$ cat src/rtl/vga_timing_pkg.sv
// VGA 640x480@60 timing constants and shared 12-bit colours.
// Used by the frame-buffer renderer and the display-side reader.
package vga_timing_pkg;
  localparam int VGA_PIX_DIV = 4;
  localparam int VGA_H_VIS   = 640;
  localparam int VGA_H_FP    = 16;
  localparam int VGA_H_SYNC  = 96;
  localparam int VGA_H_BP    = 48;
  localparam int VGA_V_VIS   = 480;
  localparam int VGA_V_FP    = 10;
  localparam int VGA_V_SYNC  = 2;
  localparam int VGA_V_BP    = 33;
  localparam int VGA_WIN_W   = 512;
  localparam logic VGA_SYNC_POL = 1'b0;

  localparam int VGA_H_TOTAL =
    VGA_H_VIS + VGA_H_FP + VGA_H_SYNC + VGA_H_BP;
  localparam int VGA_V_TOTAL =
    VGA_V_VIS + VGA_V_FP + VGA_V_SYNC + VGA_V_BP;
  localparam int VGA_H_SYNC_START = VGA_H_VIS + VGA_H_FP;
  localparam int VGA_H_SYNC_END   = VGA_H_SYNC_START + VGA_H_SYNC;
  localparam int VGA_V_SYNC_START = VGA_V_VIS + VGA_V_FP;
  localparam int VGA_V_SYNC_END   = VGA_V_SYNC_START + VGA_V_SYNC;

  localparam int CW = 10;

  typedef logic [11:0] rgb_t;

  localparam rgb_t BLACK   = 12'h000;
  localparam rgb_t GREEN   = 12'h0F0;
  localparam rgb_t RED     = 12'hF00;
  localparam rgb_t CYAN    = 12'h0FF;
  localparam rgb_t MAGENTA = 12'hF0F;
  localparam rgb_t YELLOW  = 12'hFF0;
endpackage

$ cat src/rtl/vga_sync_counter.sv
// Pixel divider plus h/v raster counters.
// Emits the pixel tick and raw fetch/sync flags for the current (h, v).
module vga_sync_counter
  import vga_timing_pkg::*;
#(
  parameter int PIX_DIV = VGA_PIX_DIV,
  parameter int H_VIS   = VGA_H_VIS,
  parameter int H_FP    = VGA_H_FP,
  parameter int H_SYNC  = VGA_H_SYNC,
  parameter int H_BP    = VGA_H_BP,
  parameter int V_VIS   = VGA_V_VIS,
  parameter int V_FP    = VGA_V_FP,
  parameter int V_SYNC  = VGA_V_SYNC,
  parameter int V_BP    = VGA_V_BP,
  parameter int WIN_W   = VGA_WIN_W
) (
  input  logic          clk,
  input  logic          rst,
  output logic          tick,
  output logic [CW-1:0] h,
  output logic [CW-1:0] v,
  output logic          fetch,
  output logic          hs,
  output logic          vs,
  output logic          wrap
);
  localparam int HT  = H_VIS + H_FP + H_SYNC + H_BP;
  localparam int VT  = V_VIS + V_FP + V_SYNC + V_BP;
  localparam int HSS = H_VIS + H_FP;
  localparam int HSE = HSS + H_SYNC;
  localparam int VSS = V_VIS + V_FP;
  localparam int VSE = VSS + V_SYNC;
  localparam int DW  = $clog2(PIX_DIV);

  logic [DW-1:0] div;
  logic          h_last;
  logic          v_last;

  assign tick   = (div == DW'(PIX_DIV - 1));
  assign h_last = (h == CW'(HT - 1));
  assign v_last = (v == CW'(VT - 1));

  always_ff @(posedge clk) begin
    if (rst) begin
      div <= '0;
      h   <= '0;
      v   <= '0;
    end else begin
      div <= tick ? '0 : div + DW'(1);
      if (tick) begin
        if (h_last) begin
          h <= '0;
          v <= v_last ? '0 : v + CW'(1);
        end else begin
          h <= h + CW'(1);
        end
      end
    end
  end

  assign fetch = (h < CW'(WIN_W)) && (v < CW'(V_VIS));
  assign hs    = (h >= CW'(HSS)) && (h < CW'(HSE));
  assign vs    = (v >= CW'(VSS)) && (v < CW'(VSE));
  assign wrap  = tick && h_last && v_last;
endmodule

$ cat src/rtl/vga_mem_reader.sv
// Display-side frame-buffer reader: fetch, capture and output pipeline.
// Address leads the displayed pixel by one pixel; syncs ride along.
module vga_mem_reader
  import vga_timing_pkg::*;
#(
  parameter int   PIX_DIV  = VGA_PIX_DIV,
  parameter int   H_VIS    = VGA_H_VIS,
  parameter int   H_FP     = VGA_H_FP,
  parameter int   H_SYNC   = VGA_H_SYNC,
  parameter int   H_BP     = VGA_H_BP,
  parameter int   V_VIS    = VGA_V_VIS,
  parameter int   V_FP     = VGA_V_FP,
  parameter int   V_SYNC   = VGA_V_SYNC,
  parameter int   V_BP     = VGA_V_BP,
  parameter int   WIN_W    = VGA_WIN_W,
  parameter logic SYNC_POL = VGA_SYNC_POL
) (
  input  logic        clk,
  input  logic        rst,
  output logic [8:0]  mem_x,
  output logic [8:0]  mem_y,
  output logic        mem_rd,
  input  logic [11:0] mem_rgb,
  output logic [11:0] rgb,
  output logic        hsync,
  output logic        vsync,
  output logic        frame_start
);
  logic          tick;
  logic [CW-1:0] h;
  logic [CW-1:0] v;
  logic          fetch;
  logic          hs;
  logic          vs;
  logic          wrap;

  vga_sync_counter #(
    .PIX_DIV (PIX_DIV),
    .H_VIS   (H_VIS),
    .H_FP    (H_FP),
    .H_SYNC  (H_SYNC),
    .H_BP    (H_BP),
    .V_VIS   (V_VIS),
    .V_FP    (V_FP),
    .V_SYNC  (V_SYNC),
    .V_BP    (V_BP),
    .WIN_W   (WIN_W)
  ) u_cnt (
    .clk   (clk),
    .rst   (rst),
    .tick  (tick),
    .h     (h),
    .v     (v),
    .fetch (fetch),
    .hs    (hs),
    .vs    (vs),
    .wrap  (wrap)
  );

  logic fetch_q;
  logic hs_q;
  logic vs_q;
  logic rd_q;
  logic fresh;
  rgb_t hold;
  rgb_t pix;

  // With PIX_DIV == 2 the capture clk is also the output tick
  assign pix = rd_q ? mem_rgb : hold;

  always_ff @(posedge clk) begin
    if (rst) begin
      mem_x       <= '0;
      mem_y       <= '0;
      mem_rd      <= 1'b0;
      rd_q        <= 1'b0;
      hold        <= BLACK;
      fetch_q     <= 1'b0;
      hs_q        <= 1'b0;
      vs_q        <= 1'b0;
      rgb         <= BLACK;
      hsync       <= ~SYNC_POL;
      vsync       <= ~SYNC_POL;
      frame_start <= 1'b0;
      fresh       <= 1'b1;
    end else begin
      fresh       <= 1'b0;
      frame_start <= fresh | wrap;
      mem_rd      <= tick & fetch;
      rd_q        <= mem_rd;
      if (rd_q) hold <= mem_rgb;
      if (tick) begin
        if (fetch) begin
          mem_x <= h[8:0];
          mem_y <= v[8:0];
        end
        fetch_q <= fetch;
        hs_q    <= hs;
        vs_q    <= vs;
        rgb     <= fetch_q ? pix : BLACK;
        hsync   <= hs_q ? SYNC_POL : ~SYNC_POL;
        vsync   <= vs_q ? SYNC_POL : ~SYNC_POL;
      end
    end
  end
endmodule

$ cat config.mk
export PLATFORM = sky130hd
export DESIGN_NAME = vga_mem_reader
export DESIGN_NICKNAME = d
export VERILOG_FILES = /design/src/rtl/vga_timing_pkg.sv /design/src/rtl/vga_sync_counter.sv /design/src/rtl/vga_mem_reader.sv
export SDC_FILE = /design/constraint.sdc
export NUM_CORES = 1
export LEC_CHECK = 0
export CAP_MARGIN = 5
export CORE_ASPECT_RATIO = 1.25
export CORE_MARGIN = 2
export CORE_UTILIZATION = 40
export DETAILED_ROUTE_END_ITERATION = 6
export GPL_TIMING_DRIVEN = 1
export HOLD_SLACK_MARGIN = 0.08
export PLACE_DENSITY = 0.68
export SLEW_MARGIN = 30
export SYNTH_ARGS = -nofsm -noshare
export SYNTH_HDL_FRONTEND = slang
export SYNTH_SLANG_ARGS = --single-unit
$ cat constraint.sdc
create_clock -name clk -period 1.9 [get_ports clk]
set_input_delay 0.38 -clock clk [delete_from_list [all_inputs] [get_ports clk]]
set_output_delay 0.38 -clock clk [all_outputs]
set_load 0.1 [all_outputs]
==> key figures, run 1 <==
Status
  • Outcome: completed

Finish
  • Synthesis-to-finish area growth: 28.6%
  • Ant diodes: 0
  • Share of cells above drive strength 1: 22.1%
  • Final instance area: 0.00377 mm²
  • Layout Nets: 398

CTS
  • Root buf cell: clkbuf_8
  • Max Root-Sink Buffers: 2
  • CTS Buf Count: 9
  • CTS tree: built
  • CTS Sinks: 73
  • Clk_lat worst skew: 340 ps
  • CTS H-tree depth: 3
  • Postcts setup bufs: 0
  • CTS clock-pin slew for the worst setup and hold paths: 70 ps

Floorplan
  • Die Span X: 80.5 µm
  • Core area: 0.00702 mm²
  • FP Rows: 34
  • Die Ht: 99.7 µm
  • IO Count: 48
  • DIE AREA: 0.00803 mm²
  • Starting Density: 41.7%

Global route
  • Gr usage total: 17.0%
  • Pin count of the biggest net entering global routing: 25
  • Vias in the first global route: 2,271
  • First-pass GRT wire length: 10,400 µm
  • Initial antenna violation count: 0
  • Gr ovfl total: 0

Routing
  • Met3 routed WL: 373 µm
  • Routed wire length: 6170 µm
  • DR top layer: met4
  • DR vias/cell: 4.99
  • Wl on met1: 2750 µm
  • Via Count: 2,364
  • DRT Pass-1 Iters: 4
  • DRC: 0
  • Drt initial violations: 126
  • Met2 routed WL: 2950 µm
  • Post-route antenna net violation count: 0
  • Routed WL per cell: 13.0 µm

Place
  • Placed Area: 0.00352 mm²
  • Port-buffer cells: 47
  • Placer Congestion: 0.795
  • Post-DP HPWL: 4380 µm

Pwr
  • Pwr Total: 3.14 mW
  • Leak Pwr: 1.40 nW
  • PwrDens: 832 mW/mm²
  • Peak VDD IR: 0.000460 V

Timing
  • TNS Setup: 0 ps
  • Final Cycle Share: 92.6%
  • Worst hold slack: 353 ps
  • Final hold viol count: 0
  • Clk_skew: 5.94 ps
  • Highest clock rate: 0.568 GHz
  • Tmin final: 1760 ps
  • Final slew viol count: 0
  • Worst Tran Pin Value: 469 ps
  • Slew HR: 68.6%
  • RSZ-0062 raised after global routing: false
  • Final setup viols: 0

Worst setup path
  • Critical path fanouts, max: 9
  • Arrival time at the worst endpoint: 2030 ps
  • Startpoint Class: flop
  • CP required: 2170 ps
  • Setup CP Type: reg2reg
  • CP Capture Type: flop

Hold path
  • Worst min path class: in2reg

Synth
  • Gate Count Post-Synth: 320
  • Synthesis-stage register bit count: 73
  • Register area share after synthesis: 49.9%
  • Post-synth EDFFs: 0
  • Distinct cells, synth: 45
  • Top_reg_cell synth: dfxtp_1
  • Avg Inst Size Synth: 9.15 µm²
  • Synthesized net count: 339
  • FFs w/ async S/R, synth: 0%
  • Warnings, synthesis: 0
  • Mapped cell area: 0.00293 mm²

Job
  • Max-cap violations: 0
[final timing paths]
path,from,end,slack (ps),cells past startpoint
worst max-delay path,u_cnt.div[0],u_cnt.v[8],140,6
worst min-delay path,rst,fresh,350,1
worst max register to register,u_cnt.div[0],u_cnt.v[8],140,6
worst min register to register,u_cnt.div[0],u_cnt.div[0],420,1
[routing by layer]
layer | GRT usage [%] | up-vias
li1 | - | 1217
met2 | 26.5 | 53
met5 | 0 | -
met1 | 20.6 | 1087
met3 | 5.99 | 7
met4 | 8.21 | 0
[power breakdown]
group / switching (mW) / internal (mW)
Combinational: 0.131 / 0.0856
Clock: 0.556 / 0.806
Sequential: 0.00819 / 1.55
Total: 0.695 / 2.44
[cell usage after synthesis (2+ instances only)]
cell type	number	area, µm²
dfxtp_1	73	1460
nand2_1	41	154
nor2_1	34	128
a21oi_1	24	120
nand2b_1	18	113
mux2i_1	13	130
o32ai_1	12	105
clkbuf_1	10	37.5
nand3_1	9	45.0
nor3_1	9	45.0
xnor2_1	7	61.3
inv_1	6	22.5
buf_2	5	25.0
ha_1	5	62.6
nand4_1	5	31.3
xor2_1	5	43.8
o21ai_0	4	20.0
o31ai_1	4	30.0
buf_1	3	11.3
nor4_1	3	18.8
or4_1	3	22.5
and3_1	2	12.5
clkbuf_2	2	10.0
or3_1	2	12.5
[worst max-delay path, stage by stage, from the launching register on]
cell,delay [ps]
dfxtp_1,340
ha_2,240
buf_12,130
and3_1,240
nand4_4,170
or4_1,420
a21oi_1,150
[sequential cells by signal (all words and copies together), names as in the netlist]
register     flops
fresh            1
u_cnt.h         10
fetch_q          1
frame_start      1
rd_q             1
mem_y            9
mem_rd           1
hs_q             1
u_cnt.div        2
vsync            1
u_cnt.v         10
hold            12
mem_x            9
hsync            1
vs_q             1
rgb             12
[metrics by stage]
step,setup WS [ps],cells,util [%]
6_report,140,474,53.7
5_1_grt,7.32,474,53.7
4_1_cts,23.5,474,53.4
3_5_place_dp,36.5,458,50.1
3_3_place_gp,66.0,458,50.1
2_1_floorplan,125,320,-
[what timing repair did]
action | CTS | global route
hold buffers | 0 | 0
setup endpoints to repair | 0 | 25
resized for setup | 0 | 5
[kinds of logic after synthesis]
logic type / count (synthesis) / share of synthesized area (%)
flops: 73 / 49.9
fa+ha+maj: 5 / 2.14
mux: 13 / 4.44
xor+xnor: 12 / 3.59
compound gates: 47 / 10.4
simple gates: 142 / 25.2
buf+inv: 28 / 4.27
[cell type report]
type | count | area [µm²]
well taps | 90 | 113
fillers | 664 | 3250
multi-input cells | 219 | 1360
inverters | 6 | 22.5
clock inverters | 5 | 77.6
repair buffers | 70 | 578
flip-flops and latches | 73 | 1460
clock buffers | 11 | 151
[placed cells by master, fill, tap and decap left out, types with 2 or more instances in the layout]
cell type,instances
dfxtp_1,73
buf_4,55
nand2_1,41
nor2_1,34
a21oi_1,24
nand2b_1,18
mux2i_1,13
o32ai_1,12
clkdlybuf4s50_1,12
clkbuf_8,11
nor3_1,9
nand3_1,9
xnor2_1,7
inv_1,6
nand4_1,5
xor2_1,5
o31ai_1,4
o21ai_0,4
ha_1,4
or4_1,3
nor4_1,3
and3_1,2
nand4_4,2
or3_1,2
bufinv_16,2
clkinv_2,2
buf_12,2
Power figures use the tool's default switching activity.
==> inputs of run 2 (changes only) <==
--- a/config.mk
+++ b/config.mk
@@ -17,3 +17,4 @@
 export SYNTH_ARGS = -nofsm -noshare
 export SYNTH_HDL_FRONTEND = slang
 export SYNTH_SLANG_ARGS = --single-unit
+export TNS_END_PERCENT = 1
==> results of run 2 <==
No change in the layout: final DEF, timing and power equal those of run 1.
==> inputs of run 3 (changes only) <==
--- a/config.mk
+++ b/config.mk
@@ -5,7 +5,6 @@
 export SDC_FILE = /design/constraint.sdc
 export NUM_CORES = 1
 export LEC_CHECK = 0
-export CAP_MARGIN = 5
 export CORE_ASPECT_RATIO = 1.25
 export CORE_MARGIN = 2
 export CORE_UTILIZATION = 40
==> results of run 3 <==
No change in the layout: final DEF, timing and power equal those of run 1.
==> edit 1 (config.mk and constraints of run 1) <==
Change the package constant `VGA_SYNC_POL` from 1'b0 to 1'b1.
--- a/src/rtl/vga_timing_pkg.sv
+++ b/src/rtl/vga_timing_pkg.sv
@@ -11,7 +11,7 @@
   localparam int VGA_V_SYNC  = 2;
   localparam int VGA_V_BP    = 33;
   localparam int VGA_WIN_W   = 512;
-  localparam logic VGA_SYNC_POL = 1'b0;
+  localparam logic VGA_SYNC_POL = 1'b1;
 
   localparam int VGA_H_TOTAL =
     VGA_H_VIS + VGA_H_FP + VGA_H_SYNC + VGA_H_BP;
Formal check against the unedited RTL: not equivalent (a bounded check fails within 4 cycles, from zero or initial values and one cycle with rst high).
==> edit 1 against run 1 <==
Sequential cell count unchanged; routed wire length is 0.24% lower; maximum frequency shrank 1.3%; non-clock buffer count fell by 6; global-route usage down 0.40 points; worst setup slack worse by 0.024 ns; utilization down 0.25 points; critical path type unchanged; sequential share of layout area up 0.18 points; power fell by 0.56%; cell area shrank 0.46%; highest routed layer unchanged; area after synthesis down 0.85%.
==> edit 1: results (changes against run 1) <==
{| class="wikitable"
! Metric !! Value
|-
| Multi-input combinational area share || 35.77% (was 36.20%)
|-
| Fraction of the mapped netlist area in adder cells || 2.154% (was 2.136%)
|-
| Count of multi-input gates || 215 (was 219)
|-
| Run status || completed (unchanged)
|-
| Register area share after synthesis || 50.32% (was 49.89%)
|-
| Arrival @ worst endpoint || 2.06 ns (was 2.03 ns)
|-
| Worst vdd ir || 0.0003511 V (was 0.0004601 V)
|-
| Total of plain and repair buffers excluding clock buffers || 64 (was 70)
|-
| Period minus WS final || 1.783 ns (was 1.760 ns)
|-
| Destination of the worst register-to-register timing path || u_cnt.v[7] (was u_cnt.v[8])
|-
| Max Clock Skew || 0.007274 ns (was 0.005935 ns)
|-
| Number of signal-net inverters in the final layout || 5 (was 6)
|-
| Remaining max-slew budget at the tightest pin || 67.75% (was 68.64%)
|-
| R2r worst-path depth || 5 (was 6)
|-
| CP max-delay cell || sky130_fd_sc_hd__or4_4 (was sky130_fd_sc_hd__or4_1)
|-
| Wl on met1 || 2.820 mm (was 2.751 mm)
|-
| GRT met2 Usage || 27.18% (was 26.54%)
|-
| Relative area of clock buffers and inverters in the final design || 5.873% (was 6.078%)
|-
| Fraction of power consumed by combinational cells || 7.1% (was 6.9%)
|-
| Vias || 2335 (was 2364)
|-
| Nets in the synthesized netlist || 334 (was 339)
|-
| Synth top area share || 50.32% (was 49.89%)
|-
| Sequential cells || 73 (unchanged)
|-
| Initial DRC count || 70 (was 126)
|-
| Aggregate routed wire length || 6.156 mm (was 6.171 mm)
|}
## edit 1: cell types whose count changed after synthesis, sizes merged, moves of 2 or more
cell,before,now
o31ai,4,0
nor3,9,15
clkbuf,12,17
or4,4,1
a21oi,25,23
nand4,7,4
nand3,9,6
mux2i,13,16
nand2,41,39
o21ai,4,2
nor4,3,5
xor2,5,8
buf,10,5
## edit 1: metrics by stage
step	hold WS (ns)	util (%)	power, mW	instances
after detailed placement	0.4097	50.18	1.819	447
final	0.3075	53.42	3.118	463
after global placement	0.4091	50.18	1.816	447
after CTS	0.2961	53.32	3.161	463
after global routing	0.3065	53.42	3.232	463
after floorplan	0.3977	-	1.729	315
## edit 1: cell families (layout without fill, tap and decap cells)
kind of cell	after synthesis	after routing
compound gates	41	41
xor+xnor	14	14
fa+ha+maj	5	5
buf+inv	27	85
flops	73	73
mux	16	16
simple gates	139	139
==> edit 2 (settings of run 1) <==
Without the edit above. Reset style: asynchronous (`rst`), changed in 2 clocked blocks.
--- a/src/rtl/vga_sync_counter.sv
+++ b/src/rtl/vga_sync_counter.sv
@@ -40,7 +40,7 @@
   assign h_last = (h == CW'(HT - 1));
   assign v_last = (v == CW'(VT - 1));
 
-  always_ff @(posedge clk) begin
+  always_ff @(posedge clk or posedge rst) begin
     if (rst) begin
       div <= '0;
       h   <= '0;
--- a/src/rtl/vga_mem_reader.sv
+++ b/src/rtl/vga_mem_reader.sv
@@ -68,7 +68,7 @@
   // With PIX_DIV == 2 the capture clk is also the output tick
   assign pix = rd_q ? mem_rgb : hold;
 
-  always_ff @(posedge clk) begin
+  always_ff @(posedge clk or posedge rst) begin
     if (rst) begin
       mem_x       <= '0;
       mem_y       <= '0;
Behaviour: differs if rst is asserted again (counterexample within 4 cycles, from zero or initial values and one cycle with rst high); with rst held inactive, the same outputs for 10 cycles.
==> edit 2 against run 1 <==
First-iteration DRC count is 30% lower; sequential cell count stayed put; worst setup slack better by 0.094 ns; maximum frequency rose by 5.6%; power up 1.6%; critical path type unchanged; utilization up 1.1 points; cell area is 7.7% higher; cell count shrank 13%; routed wire length shrank 7.8%; area after synthesis rose by 4.0%; count of clock-buffer cells in the layout rose by 3; highest routed layer unchanged; via count fell by 12%.
==> edit 2: results (changes against run 1) <==
{| class="wikitable"
! Metric !! Value
|-
| Post-cts sizing count || 0 (unchanged)
|-
| Most area-consuming cells after synthesis || sky130_fd_sc_hd__dfrtp_1 (58%), sky130_fd_sc_hd__mux2_2 (9.2%), sky130_fd_sc_hd__o21ai_0 (4.1%) (was sky130_fd_sc_hd__dfxtp_1 (50%), sky130_fd_sc_hd__nand2_1 (5.3%), sky130_fd_sc_hd__mux2i_1 (4.4%))
|-
| Worst vdd ir || 0.0003390 V (was 0.0004601 V)
|-
| Share of flip-flops with an asynchronous set or reset || 100.0% (was 0%)
|-
| Least-Margin Pin Slew || 0.5053 ns (was 0.4692 ns)
|-
| Top layer reached by signal wires || met4 (unchanged)
|-
| Path type of the worst min-delay path || reg2reg (was in2reg)
|-
| Top post-synthesis cells by count || sky130_fd_sc_hd__dfrtp_1 (70), sky130_fd_sc_hd__mux2_2 (25), sky130_fd_sc_hd__o21ai_0 (25), sky130_fd_sc_hd__inv_1 (23), sky130_fd_sc_hd__nand3_1 (22) (was sky130_fd_sc_hd__dfxtp_1 (73), sky130_fd_sc_hd__nand2_1 (41), sky130_fd_sc_hd__nor2_1 (34), sky130_fd_sc_hd__a21oi_1 (24), sky130_fd_sc_hd__nand2b_1 (18))
|-
| Length of routed met3 wiring || 221 um (was 373 um)
|-
| Run status || completed (unchanged)
|-
| Clock insertion delay at the later pin of the skew report || 0.33 ns
|-
| Static Leakage || 1.838 nW (was 1.397 nW)
|-
| Synthesized area per cell || 11.67 um^2 (was 9.153 um^2)
|-
| Pin count of the biggest net entering global routing || 74 (was 25)
|-
| Wl on met1 || 2.557 mm (was 2.751 mm)
|-
| Total half-perimeter wirelength after legalization and detailed placement || 3.909 mm (was 4.383 mm)
|-
| Final estimated routing congestion in global placement || 0.8438 (was 0.7947)
|-
| Placed cells || 396 (was 458)
|-
| Sw Share || 21.72% (was 22.16%)
|-
| Max Clock Skew || 0.006794 ns (was 0.005935 ns)
|-
| Number of vias per cell after detailed routing || 5.046 (was 4.987)
|-
| Vias || 2079 (was 2364)
|-
| GR Util All Layers || 15.34% (was 16.95%)
|-
| Largest fanout on the critical path || 7 (was 9)
|-
| Fraction of layout cells with a size suffix above 1 || 28.13% (was 22.14%)
|-
| Wire length of the first global-routing pass || 9.584 mm (was 10.41 mm)
|-
| Aggregate routed wire length || 5.690 mm (was 6.171 mm)
|-
| Fillers || 646 (was 664)
|-
| Initial DRC count || 88 (was 126)
|-
| Unique cell type count in the Yosys netlist || 39 (was 45)
|-
| Met2 wirelength from detailed routing || 2.778 mm (was 2.945 mm)
|-
| Arrival @ worst endpoint || 1.88 ns (was 2.03 ns)
|-
| Dominant synthesized flop cell || sky130_fd_sc_hd__dfrtp_1 (was sky130_fd_sc_hd__dfxtp_1)
|-
| Final net count || 334 (was 398)
|-
| Register area share after synthesis || 60.11% (was 49.89%)
|-
| Nets in the synthesized netlist || 280 (was 339)
|}
## edit 2: final cells by class
class	instances	area, um^2	share of cell area, %
timing repair buffer	54	713.2	17.58
tap	92	115.1	2.838
clock buffer	14	172.7	4.257
sequential	73	1831	45.13
clock inverter	2	60.06	1.481
multi-input combinational	154	1075	26.50
inverter	23	90.09	2.221
## edit 2: logic make-up (layout without fill, tap and decap cells)
kind of cell | after synthesis | in the layout | synth area share (%)
flops | 73 | 73 | 60.11
other cells | 1 | 1 | 0.1231
xor+xnor | 12 | 12 | 3.451
simple gates | 72 | 72 | 13.31
mux | 26 | 26 | 9.573
fa+ha+maj | 5 | 5 | 2.054
buf+inv | 34 | 93 | 4.601
compound gates | 38 | 38 | 6.779
## edit 2: critical path: stages (launching register included)
cell	delay, ns
sky130_fd_sc_hd__dfrtp_1	0.35
sky130_fd_sc_hd__ha_1	0.22
sky130_fd_sc_hd__and4_1	0.35
sky130_fd_sc_hd__and4_2	0.34
sky130_fd_sc_hd__nand4_1	0.14
sky130_fd_sc_hd__xnor2_1	0.15
## edit 2: metrics by stage
| stage | power, mW | instance area (um^2) | hold slack [ns] | worst slack [ns] | util, % |
|---|---|---|---|---|---|
| after floorplan | 1.772 | 3049 | 0.4031 | 0.3787 | - |
| after global placement | 1.843 | 3824 | 0.3846 | 0.2890 | 51.67 |
| after detailed placement | 1.848 | 3824 | 0.3885 | 0.2405 | 51.67 |
| after CTS | 3.239 | 4056 | 0.4052 | 0.2244 | 54.81 |
| after global routing | 3.315 | 4056 | 0.4120 | 0.09119 | 54.81 |
| final | 3.186 | 4056 | 0.4080 | 0.2343 | 54.81 |
## edit 2: final timing paths
kind	start	depth (start not counted)	end	slack (ns)
setup / recovery	u_cnt.div[0]	5	u_cnt.v[6]	0.23
hold / removal	mem_rd	0	rd_q	0.41
setup reg to reg	u_cnt.div[0]	5	u_cnt.v[6]	0.23
hold reg to reg	mem_rd	0	rd_q	0.41
max in group asynchronous	rst	3	fresh	1.06
min in group asynchronous	rst	3	rgb[7]	0.51
## edit 2: per-layer routing
metal	vias to the layer above	global-route usage, %
li1	996	-
met1	1018	19.01
met2	55	25.14
met3	10	2.852
met4	0	8.333
met5	-	0
## edit 2: power groups by stage
stage | registers (mW) | clock network, mW | logic [mW]
after global placement | 1.62 | 0 | 0.221
final | 1.59 | 1.37 | 0.222
after CTS | 1.59 | 1.42 | 0.225
after global routing | 1.60 | 1.48 | 0.237
after floorplan | 1.73 | 0 | 0.0468
after detailed placement | 1.62 | 0 | 0.225
